### src/rtl/segasys1_sndlatch_if.sv
// Main-to-sound command path bundle: main CPU request side,
// sound CPU bus side, and latch status outputs.
interface segasys1_sndlatch_if #(
  parameter int DEPTH_LOG2 = 2
);
  logic                SNDRQ;
  logic [7:0]          SNDNO;
  logic [15:0]         SCPUAD;
  logic                SCPU_MREQ;
  logic                SCPU_IORQ;
  logic                SCPU_RD;
  logic                SCPU_M1;
  logic                LATCS;
  logic [7:0]          LATDO;
  logic                SNMI;
  logic                SIRQ;
  logic [DEPTH_LOG2:0] PENDING;
  logic                OVF;

  modport master (
    output SNDRQ, SNDNO, SCPUAD,
    output SCPU_MREQ, SCPU_IORQ,
    output SCPU_RD, SCPU_M1,
    input  LATCS, LATDO, SNMI,
    input  SIRQ, PENDING, OVF
  );

  modport slave (
    input  SNDRQ, SNDNO, SCPUAD,
    input  SCPU_MREQ, SCPU_IORQ,
    input  SCPU_RD, SCPU_M1,
    output LATCS, LATDO, SNMI,
    output SIRQ, PENDING, OVF
  );
endinterface

### src/rtl/segasys1_sndlatch.sv
// Sound-board command latch: FIFO of main CPU sound requests,
// NMI per queued command, and periodic timer IRQ.
module segasys1_sndlatch #(
  parameter int DEPTH_LOG2 = 2,
  parameter int NMI_GAP    = 16,
  parameter int IRQ_PERIOD = 166667,
  parameter int IRQ_WIDTH  = 512
) (
  input logic CLK40M,
  input logic RESET,
  segasys1_sndlatch_if.slave bus
);
  localparam int AW    = DEPTH_LOG2;
  localparam int DEPTH = 1 << AW;
  localparam int GW    = $clog2(NMI_GAP + 1);
  localparam int CW    = $clog2(IRQ_PERIOD + 1);
  localparam int WW    = $clog2(IRQ_WIDTH + 1);
  localparam logic [CW-1:0] TOP  = CW'(IRQ_PERIOD - 1);
  localparam logic [WW-1:0] WMAX = WW'(IRQ_WIDTH);
  localparam logic [GW-1:0] GLD  = GW'(NMI_GAP);

  typedef enum logic [1:0] {
    N_IDLE, N_ASSERT, N_GAP
  } nmi_t;

  logic [7:0]    mem [DEPTH];
  logic [AW-1:0] wr_ptr, rd_ptr, rd_nxt;
  logic [AW:0]   count, cnt_nxt;
  logic [7:0]    latdo_q, head_nxt;
  logic          sndrq_q, rd_q, rd_act;
  logic          push, pop, push_ok;
  logic          empty, full, ovf_q;
  nmi_t          st, st_n;
  logic [GW-1:0] gap, gap_n;
  logic [CW-1:0] tcnt;
  logic [WW-1:0] wcnt;
  logic          sirq_q, wrap, ack;
  logic          addr_unused;

  assign addr_unused = ^bus.SCPUAD[11:0];

  assign bus.LATCS = (bus.SCPUAD[15:12] == 4'hE)
                   & bus.SCPU_MREQ;
  assign rd_act  = bus.LATCS & bus.SCPU_RD;
  assign empty   = (count == '0);
  assign full    = (count == (AW+1)'(DEPTH));
  assign push    = bus.SNDRQ & ~sndrq_q;
  assign pop     = rd_q & ~rd_act & ~empty;
  assign push_ok = push & (~full | pop);

  // LATDO tracks the head as it will be after this edge
  always_comb begin
    cnt_nxt  = count + (AW+1)'(push_ok)
             - (AW+1)'(pop);
    rd_nxt   = pop ? rd_ptr + AW'(1) : rd_ptr;
    head_nxt = latdo_q;
    if (cnt_nxt != '0) begin
      if (push_ok && wr_ptr == rd_nxt)
        head_nxt = bus.SNDNO;
      else
        head_nxt = mem[rd_nxt];
    end
  end

  always_ff @(posedge CLK40M) begin
    if (push_ok) mem[wr_ptr] <= bus.SNDNO;
  end

  always_ff @(posedge CLK40M or posedge RESET) begin
    if (RESET) begin
      wr_ptr  <= '0;
      rd_ptr  <= '0;
      count   <= '0;
      latdo_q <= 8'h00;
      sndrq_q <= 1'b0;
      rd_q    <= 1'b0;
      ovf_q   <= 1'b0;
    end else begin
      sndrq_q <= bus.SNDRQ;
      rd_q    <= rd_act;
      count   <= cnt_nxt;
      rd_ptr  <= rd_nxt;
      latdo_q <= head_nxt;
      if (push_ok) wr_ptr <= wr_ptr + AW'(1);
      if (push && full && !pop) ovf_q <= 1'b1;
    end
  end

  always_comb begin
    st_n  = st;
    gap_n = gap;
    unique case (st)
      N_IDLE:
        if (!empty && gap == '0) st_n = N_ASSERT;
      N_ASSERT:
        if (pop) begin
          st_n  = N_GAP;
          gap_n = GLD;
        end
      N_GAP:
        if (gap == '0) st_n = N_IDLE;
        else gap_n = gap - GW'(1);
      default: st_n = N_IDLE;
    endcase
  end

  always_ff @(posedge CLK40M or posedge RESET) begin
    if (RESET) begin
      st  <= N_IDLE;
      gap <= '0;
    end else begin
      st  <= st_n;
      gap <= gap_n;
    end
  end

  assign wrap = (tcnt == TOP);
  assign ack  = bus.SCPU_M1 & bus.SCPU_IORQ;

  // a wrap re-arms SIRQ even when an acknowledge lands
  always_ff @(posedge CLK40M or posedge RESET) begin
    if (RESET) begin
      tcnt   <= '0;
      wcnt   <= '0;
      sirq_q <= 1'b0;
    end else begin
      tcnt <= wrap ? '0 : tcnt + CW'(1);
      if (wrap) begin
        sirq_q <= 1'b1;
        wcnt   <= WW'(1);
      end else if (sirq_q) begin
        if (ack || wcnt == WMAX) sirq_q <= 1'b0;
        else wcnt <= wcnt + WW'(1);
      end
    end
  end

  assign bus.LATDO   = latdo_q;
  assign bus.PENDING = count;
  assign bus.OVF     = ovf_q;
  assign bus.SNMI    = (st == N_ASSERT);
  assign bus.SIRQ    = sirq_q;
endmodule

### src/flat_wrapper.sv
// flat-port wrapper written by rule: the top's interface ports become plain ports
module segasys1_sndlatch_flat 
#(
  parameter int DEPTH_LOG2 = 2,
  parameter int NMI_GAP    = 16,
  parameter int IRQ_PERIOD = 166667,
  parameter int IRQ_WIDTH  = 512
)
  (CLK40M, RESET, bus_SNDRQ, bus_SNDNO, bus_SCPUAD, bus_SCPU_MREQ, bus_SCPU_IORQ, bus_SCPU_RD, bus_SCPU_M1, bus_LATCS, bus_LATDO, bus_SNMI, bus_SIRQ, bus_PENDING, bus_OVF);
  segasys1_sndlatch_if #(.DEPTH_LOG2(DEPTH_LOG2)) bus_i ();
  input logic CLK40M;
  input logic RESET;
  input wire logic [$bits(bus_i.SNDRQ)-1:0] bus_SNDRQ;
  input wire logic [$bits(bus_i.SNDNO)-1:0] bus_SNDNO;
  input wire logic [$bits(bus_i.SCPUAD)-1:0] bus_SCPUAD;
  input wire logic [$bits(bus_i.SCPU_MREQ)-1:0] bus_SCPU_MREQ;
  input wire logic [$bits(bus_i.SCPU_IORQ)-1:0] bus_SCPU_IORQ;
  input wire logic [$bits(bus_i.SCPU_RD)-1:0] bus_SCPU_RD;
  input wire logic [$bits(bus_i.SCPU_M1)-1:0] bus_SCPU_M1;
  output wire logic [$bits(bus_i.LATCS)-1:0] bus_LATCS;
  output wire logic [$bits(bus_i.LATDO)-1:0] bus_LATDO;
  output wire logic [$bits(bus_i.SNMI)-1:0] bus_SNMI;
  output wire logic [$bits(bus_i.SIRQ)-1:0] bus_SIRQ;
  output wire logic [$bits(bus_i.PENDING)-1:0] bus_PENDING;
  output wire logic [$bits(bus_i.OVF)-1:0] bus_OVF;
  assign bus_i.SNDRQ = bus_SNDRQ;
  assign bus_i.SNDNO = bus_SNDNO;
  assign bus_i.SCPUAD = bus_SCPUAD;
  assign bus_i.SCPU_MREQ = bus_SCPU_MREQ;
  assign bus_i.SCPU_IORQ = bus_SCPU_IORQ;
  assign bus_i.SCPU_RD = bus_SCPU_RD;
  assign bus_i.SCPU_M1 = bus_SCPU_M1;
  assign bus_LATCS = bus_i.LATCS;
  assign bus_LATDO = bus_i.LATDO;
  assign bus_SNMI = bus_i.SNMI;
  assign bus_SIRQ = bus_i.SIRQ;
  assign bus_PENDING = bus_i.PENDING;
  assign bus_OVF = bus_i.OVF;
  segasys1_sndlatch #(.DEPTH_LOG2(DEPTH_LOG2), .NMI_GAP(NMI_GAP), .IRQ_PERIOD(IRQ_PERIOD), .IRQ_WIDTH(IRQ_WIDTH)) u_core (.CLK40M(CLK40M), .RESET(RESET), .bus(bus_i));
endmodule
### config.mk
export PLATFORM = sky130hd
export DESIGN_NAME = segasys1_sndlatch_flat
export DESIGN_NICKNAME = d
export VERILOG_FILES = /design/src/rtl/segasys1_sndlatch_if.sv /design/src/rtl/segasys1_sndlatch.sv /design/src/flat_wrapper.sv
export SDC_FILE = /design/constraint.sdc
export NUM_CORES = 1
export LEC_CHECK = 0
export ABC_AREA = 1
export CAP_MARGIN = 25
export CORE_UTILIZATION = 57
export CTS_CLUSTER_DIAMETER = 50
export DETAILED_ROUTE_END_ITERATION = 12
export DONT_BUFFER_PORTS = 1
export GPL_TIMING_DRIVEN = 1
export PLACE_DENSITY = 0.85
export SKIP_LAST_GASP = 1
export SLEW_MARGIN = 20
export SYNTH_ARGS = -nofsm -noshare
export SYNTH_HDL_FRONTEND = slang
export SYNTH_SLANG_ARGS = --single-unit
export TNS_END_PERCENT = 50
### constraint.sdc
create_clock -name CLK40M -period 2.7 [get_ports CLK40M]
set_clock_uncertainty 0.2 [all_clocks]
set_input_delay 0.54 -clock CLK40M [delete_from_list [all_inputs] [get_ports CLK40M]]
set_output_delay 0.54 -clock CLK40M [all_outputs]
set_load 0.01 [all_outputs]
# Word level (Yosys, flattened, before mapping)
# Memories as Yosys holds them, arrays and structs flattened. A register that Yosys moved wholly into a read port is not among the register bits.
# Index checks and enable logic that the tools add are counted.
dict set report totals {
  register_bits 46
  ram_bits 32
  mem_count 1
}
# memory words word_bits read_ports rd_clocked_by_memory_dff write_ports line_no
set memory_table {}
lappend memory_table {u_core.mem 4 8 1 1 1 segasys1_sndlatch.sv:26} ;# logic [7:0] mem [DEPTH];
dict set report op_classes {
  n_addsub 7
  n_eq_ne 11
  n_mux 17
  n_bitwise 12
  reduce_logical 15
}
# op n
set ops {}
lappend ops {{10-bit two-way mux} 3}
lappend ops {{18-bit by 1-bit adder with 18-bit output (second input constant)} 1}
lappend ops {{18-bit equality test (second input constant)} 1}
lappend ops {{18-bit two-way mux} 1}
lappend ops {{10-bit by 1-bit adder with 10-bit output (second input constant)} 1}
lappend ops {{10-bit equality test (second input constant)} 1}
lappend ops {{5-bit two-way mux} 2}
lappend ops {{5-bit one-hot mux with 2 select lines} 1}
lappend ops {{2-bit two-way mux} 4}
lappend ops {{2-bit by 1-bit != test with 1-bit output (second input constant)} 4}
lappend ops {{1-bit AND} 7}
lappend ops {{2-bit one-hot mux with 3 select lines} 1}
lappend ops {{3-bit AND reduction} 2}
lappend ops {{5-bit logical NOT} 1}
lappend ops {{1-bit two-way mux} 5}
lappend ops {{5-bit by 1-bit subtractor with 5-bit output (second input constant)} 1}
lappend ops {{2-bit by 1-bit adder with 2-bit output (second input constant)} 2}
lappend ops {{4-bit equality test (second input constant)} 1}
lappend ops {{1-bit inverter} 4}
lappend ops {{2-bit nonzero test} 2}
lappend ops {{3-bit by 1-bit adder with 3-bit output} 1}
lappend ops {{3-bit equality test (second input constant)} 1}
lappend ops {{1-bit logical AND} 3}
lappend ops {{3-bit logical NOT} 1}
lappend ops {{10 further kinds} 11}

# Depth between registers and ports, before layout
# Gate-level depths: netlist (run 1).
dict set report logic_depth {
  ltp_word 11
  ltp_mapped 15
  mapped_depth_nobuf 15
}

# Worst setup path before layout (run 1)
# OpenSTA, ideal clock, no wires.
dict set report synth_timing {
  path_type {input port to flip-flop}
  start {in bus_SCPUAD[15]}
  end {reg u_core.latdo_q[0] (netlist: u_core.bus.LATDO[0]) (read register of u_core.mem)}
  setup_time_ps 118
  arrival_ps 2785
  t_required_ps 2382
  setup_slack_ps -403
  path_stages 15
  n_path_buf 0
  cell_sequence {nand2_1 > nor2_2 > nand3_4 > nand3_4 > inv_1 > ha_1 > inv_1 > ha_1 > fa_1 > xnor2_1 > xor2_1 > nor3_2 > inv_1 > nand3_1 > nand2_1}
}
dict set report synth_via {
  elab_chain_cells 11
  elab_cells_between_ends 12
}
# element line_no
set synth_rtl {}
lappend synth_rtl {{start, declared} flat_wrapper.sv:15} ;# input wire logic [$bits(bus_i.SCPUAD)-1:0] bus_SCPUAD;
lappend synth_rtl {{4-bit equality test (*)} segasys1_sndlatch.sv:42} ;# assign bus.LATCS = (bus.SCPUAD[15:12] == 4'hE)
lappend synth_rtl {{1-bit AND (*)} segasys1_sndlatch.sv:43} ;# & bus.SCPU_MREQ;
lappend synth_rtl {{1-bit AND (*)} segasys1_sndlatch.sv:44} ;# assign rd_act = bus.LATCS & bus.SCPU_RD;
lappend synth_rtl {{1-bit inverter (*)} segasys1_sndlatch.sv:48} ;# assign pop = rd_q & ~rd_act & ~empty;
lappend synth_rtl {{1-bit AND (*) (2 in a row)} segasys1_sndlatch.sv:48}
lappend synth_rtl {{1-bit OR} segasys1_sndlatch.sv:49} ;# assign push_ok = push & (~full | pop);
lappend synth_rtl {{1-bit AND} segasys1_sndlatch.sv:49}
lappend synth_rtl {{3-bit by 1-bit adder with 3-bit output} segasys1_sndlatch.sv:53} ;# cnt_nxt = count + (AW+1)'(push_ok)
lappend synth_rtl {{3-bit by 1-bit subtractor with 3-bit output (*)} segasys1_sndlatch.sv:54} ;# - (AW+1)'(pop);
lappend synth_rtl {{named net u_core.cnt_nxt[2]} segasys1_sndlatch.sv:28} ;# logic [AW:0] count, cnt_nxt;
lappend synth_rtl {{3-bit nonzero test (*)} segasys1_sndlatch.sv:57} ;# if (cnt_nxt != '0) begin
lappend synth_rtl {{end, declared} segasys1_sndlatch.sv:29} ;# logic [7:0] latdo_q, head_nxt;
# The timed path passes the listed nets; every way through them passes the cells marked *.
# A chain may end at the register's enable or synchronous reset.

# Final worst setup path (run 1)
dict set report layout_timing {
  start {reg u_core.count[2] (netlist: u_core.bus.PENDING[2])}
  end {reg u_core.latdo_q[3] (netlist: u_core.bus.LATDO[3]) (read register of u_core.mem)}
}
dict set report layout_via {
  elab_chain_cells 8
  elab_cells_between_ends 11
}
# element line_no
set layout_rtl {}
lappend layout_rtl {{start, declared} segasys1_sndlatch.sv:28}
lappend layout_rtl {{start signal, assigned} segasys1_sndlatch.sv:81} ;# count <= cnt_nxt;
lappend layout_rtl {{3-bit logical NOT} segasys1_sndlatch.sv:45} ;# assign empty = (count == '0);
lappend layout_rtl {{1-bit inverter} segasys1_sndlatch.sv:48}
lappend layout_rtl {{1-bit AND} segasys1_sndlatch.sv:48}
lappend layout_rtl {{1-bit OR} segasys1_sndlatch.sv:49}
lappend layout_rtl {{1-bit AND} segasys1_sndlatch.sv:49}
lappend layout_rtl {{3-bit by 1-bit adder with 3-bit output} segasys1_sndlatch.sv:53}
lappend layout_rtl {{3-bit by 1-bit subtractor with 3-bit output (*)} segasys1_sndlatch.sv:54}
lappend layout_rtl {{named net u_core.cnt_nxt[2]} segasys1_sndlatch.sv:28}
lappend layout_rtl {{3-bit nonzero test (*)} segasys1_sndlatch.sv:57}
# Marked as above.

==> results of run 1 <==
-- Yosys cell counts (4+ instances only) --
master	count	area, sq um
nand3_1	52	260
nor2_1	25	93.8
inv_1	69	259
edfxtp_1	32	961
nand2_2	5	31.3
inv_2	6	22.5
nor4_1	6	37.5
a21oi_1	10	50.1
nand3b_1	5	37.5
o21ai_0	20	100
xor2_1	8	70.1
xnor2_1	6	52.6
ha_1	12	150
nand2_4	6	67.6
nor2_2	6	37.5
nand4_1	20	125
dfrtp_1	54	1350
nand2_1	84	315
nor3_1	11	55.1
nand3_2	4	40.0
-- metal layers --
layer | track usage, % | vias up
met5 | 0 | -
met4 | 12.0 | 0
met3 | 5.36 | 15
met2 | 43.8 | 78
met1 | 28.0 | 1597
li1 | - | 1590
-- kinds of logic (layout without fill, tap and decap cells) --
| logic type | Yosys count | count (layout) |
|---|---|---|
| adders and majority gates | 13 | 13 |
| buffers and inverters | 80 | 117 |
| xor gates and xnor gates | 14 | 14 |
| AOI/OAI and AO/OA | 34 | 34 |
| DFF | 86 | 86 |
| and+or+nand+nor | 233 | 233 |
-- timing repair --
| item | CTS | global route |
|---|---|---|
| pin swaps | 1 | 0 |
| endpoints found under the setup margin | 8 | 8 |
| resized for setup | 3 | 2 |
| buffers inserted | 1 | 2 |
| hold endpoints to repair | 31 | 0 |
| hold buffers | 2 | 0 |
-- power breakdown --
group	total [uW]	switching, uW	internal (uW)
registers	1720	168	1550
clock network	893	526	366
logic	1340	830	515
-- flip-flops by register name, indices dropped and copies added, names as in the netlist, 2 cells and up --
name and flops:
u_core.rd_ptr 2, u_core.bus.LATDO 8, u_core.tcnt 18, u_core.st 2, u_core.gap 5, u_core.bus.PENDING 3
u_core.wr_ptr 2, u_core.wcnt 10, u_core.mem 32
-- stage by stage --
step	total power (uW)	TNS [ns]	setup slack (ns)	instances	utilization (%)
final	3960	0	0.0287	596	68.2
after CTS	3940	-0.0202	-0.00768	594	67.8
after global routing	4180	-0.747	-0.107	596	68.2
after detailed placement	3030	-2.19	-0.284	575	64.7
after floorplan	2660	-2.01	-0.255	460	-
after global placement	2950	-1.43	-0.187	575	64.7
-- worst max path at each step --
stage	from	to	cells after the start	slack [ns]
final	u_core.bus.PENDING[2]	u_core.bus.LATDO[3]	14	0.03
after global routing	u_core.bus.PENDING[2]	u_core.bus.LATDO[6]	14	-0.11
after CTS	u_core.bus.PENDING[0]	u_core.bus.LATDO[3]	14	-0.008
after detailed placement	bus_SCPU_MREQ	u_core.bus.LATDO[4]	15	-0.28
after global placement	bus_SCPUAD[15]	u_core.bus.LATDO[1]	15	-0.19
after floorplan	bus_SCPUAD[15]	u_core.bus.LATDO[0]	15	-0.25
-- worst max-delay path: cells and delay by family, from the launching register on --
family,cells,cell delay (ns)
adders and majority gates,3,0.77
buffers and inverters,4,0.30
DFF,1,0.40
and+or+nand+nor,5,0.58
xor gates and xnor gates,2,0.33
-- area by class of cell --
| cell class | count | area, sq um | share of cell area [%] |
|---|---|---|---|
| clock inverter | 7 | 71.3 | 1.43 |
| multi-input combinational | 294 | 1840 | 37.0 |
| tap | 99 | 124 | 2.49 |
| timing repair buffer | 25 | 209 | 4.20 |
| inverter | 76 | 290 | 5.84 |
| sequential | 86 | 2310 | 46.5 |
| clock buffer | 9 | 124 | 2.49 |
==> summary.md, run 1 <==
| Metric | Value |
|---|---|
| Status | complete, no violations |
| N_diodes | 0 |
| Synth-to-Final Area Change | 14.5% |
| GPL Wtd Cong | 0.865 |
| Synth Area in Compound Gates | 4.21% |
| Layout cells sized above 1 | 20.1% |
| CP dominant cell by count | inv_2 |
| Max-slew violation count | 0 |
| Cell depth of the worst flop-to-flop path | 14 |
| Largest net degree at the start of global routing | 32 |
| Clock root cell | clkbuf_8 |
| Fin crit period | 2.67 ns |
| CTS tree | done |
| Hold EP | u_core.mem[3][3] |
| Tightest Pin Transition | 0.657 ns |
| Synth warnings | 0 |
| Clk buf depth | 2 |
| CP peak stage delay | 0.40 ns |
| First-pass detailed-route iteration total | 5 |
| Synth Register Bits | 86 |
| Top FF cell, synth | dfrtp_1 |
| RSZ-0062 raised after global routing | yes |
| Worst setup SP type | flop |
| Most common cell after layout, fill and taps aside | nand2_1 |
| Starting Density | 59.6% |
| Highest routed layer | met4 |
| Worst R2R End | u_core.bus.LATDO[3] |
| Hold_ws | 0.0560 ns |
| Post-synthesis simple-gate area fraction | 28.5% |
| Gate count of the mapped netlist | 460 |
| Worst path arrival time | 2.74 ns |
| Max_slew headroom | 56.1% |
| Layout fillers | 538 |
| Post-Synth Adder-Cell Area | 3.92% |
| Post-synth cell types | 34 |
| Asr flop ratio synth | 62.8% |
| Via Count | 3280 |
| Area after DPL | 4720 sq um |
| Period utilization | 98.9% |
| H-tree depth | 3 |
| Maximum fanout along the worst path | 8 |
| # DRC | 0 |
| Core area | 7290 sq um |
| First DRT Iteration DRCs | 219 |
| First-pass GRT wire length | 14600 um |
| Net Count, Synth | 504 |
| MaxCap Viol Count | 0 |
| Total Die Area | 7970 sq um |
| Hold Crit Start | bus_SNDNO[3] |
| Drt wl/cell | 15.2 um |
| EDFF count, synth | 32 |
| Final wirelength | 9060 um |
| Number of I/O port buffers | 0 |
| Clk_lat worst skew | 0.37 ns |
| Hpwl dp | 6780 um |
| Top Ports | 46 |
| Seq/Total Area, Yosys | 53.2% |
| Avg Cell Area, Syn | 9.44 sq um |
| Final hold violation count | 0 |
| Total grt overflow | 0 |
| Die Width | 89.3 um |
| Gr usage total | 24.6% |
| Die H | 89.3 um |
| VDD IR-drop max | 0.364 mV |
| Largest family of logic cells by synthesized area | simple AND/OR/NAND/NOR gates |
| Commonest non-fill, non-tap cells in the layout | nand2_1 (83), inv_1 (62), dfrtp_1 (54), nand3_1 (44), edfxtp_1 (32) |
| Final nets | 536 |
| CTS Sinks | 86 |
| Fin area | 4970 sq um |
| P per Cell Area | 796 nW/um^2 |
| Cell-by-cell trace of the critical path | inv_2 -> nand3_4 -> nand3_4 -> inv_2 -> ha_4 -> inv_2 -> ha_4 -> fa_2 -> xnor2_2 -> xor2_2 -> nor3_4 -> inv_4 -> nand3_2 -> nand2_1 |
| Synth Cell Area | 4340 sq um |
| Reg2reg start | u_core.bus.PENDING[2] |
| Hold Path Class | primary input to flop |
| Rows | 31 |
| Met2 Routed Length | 4830 um |
| CP endpoint kind | flop |
| Pleak | 0.00225 uW |
| Fmax | 0.374 GHz |
| Final ANT Viol Nets | 0 |
| Worst-path clk slew | 0.10 ns |
| Vias in the first global route | 3309 |
| DR vias/cell | 5.50 |
| Worst Path Required | 2.77 ns |
| CTS Buf Count | 9 |
| Reg-to-reg slack, setup | 0.03 ns |
| Initial antenna violation count | 0 |
| Worst path slowest cell | dfrtp_1 |
| Post-synthesis mux area share | 0% |
| Detailed-routing wirelength on met1 | 3660 um |
| Hold Path Stages | 0 |
| Synth Area in XOR/XNOR | 2.82% |
| WL met3 | 406 um |
| # setup viols final | 0 |
| Worst setup path category | flop to flop |
Power figures use the tool's default switching activity.
==> inputs of run 2 (changes only) <==
--- a/config.mk
+++ b/config.mk
@@ -14,7 +14,7 @@
 export GPL_TIMING_DRIVEN = 1
 export PLACE_DENSITY = 0.85
 export SKIP_LAST_GASP = 1
-export SLEW_MARGIN = 20
+export SLEW_MARGIN = 10
 export SYNTH_ARGS = -nofsm -noshare
 export SYNTH_HDL_FRONTEND = slang
 export SYNTH_SLANG_ARGS = --single-unit
==> results of run 2 <==
Same layout as run 1: the final DEF is identical, and so are final timing and power.
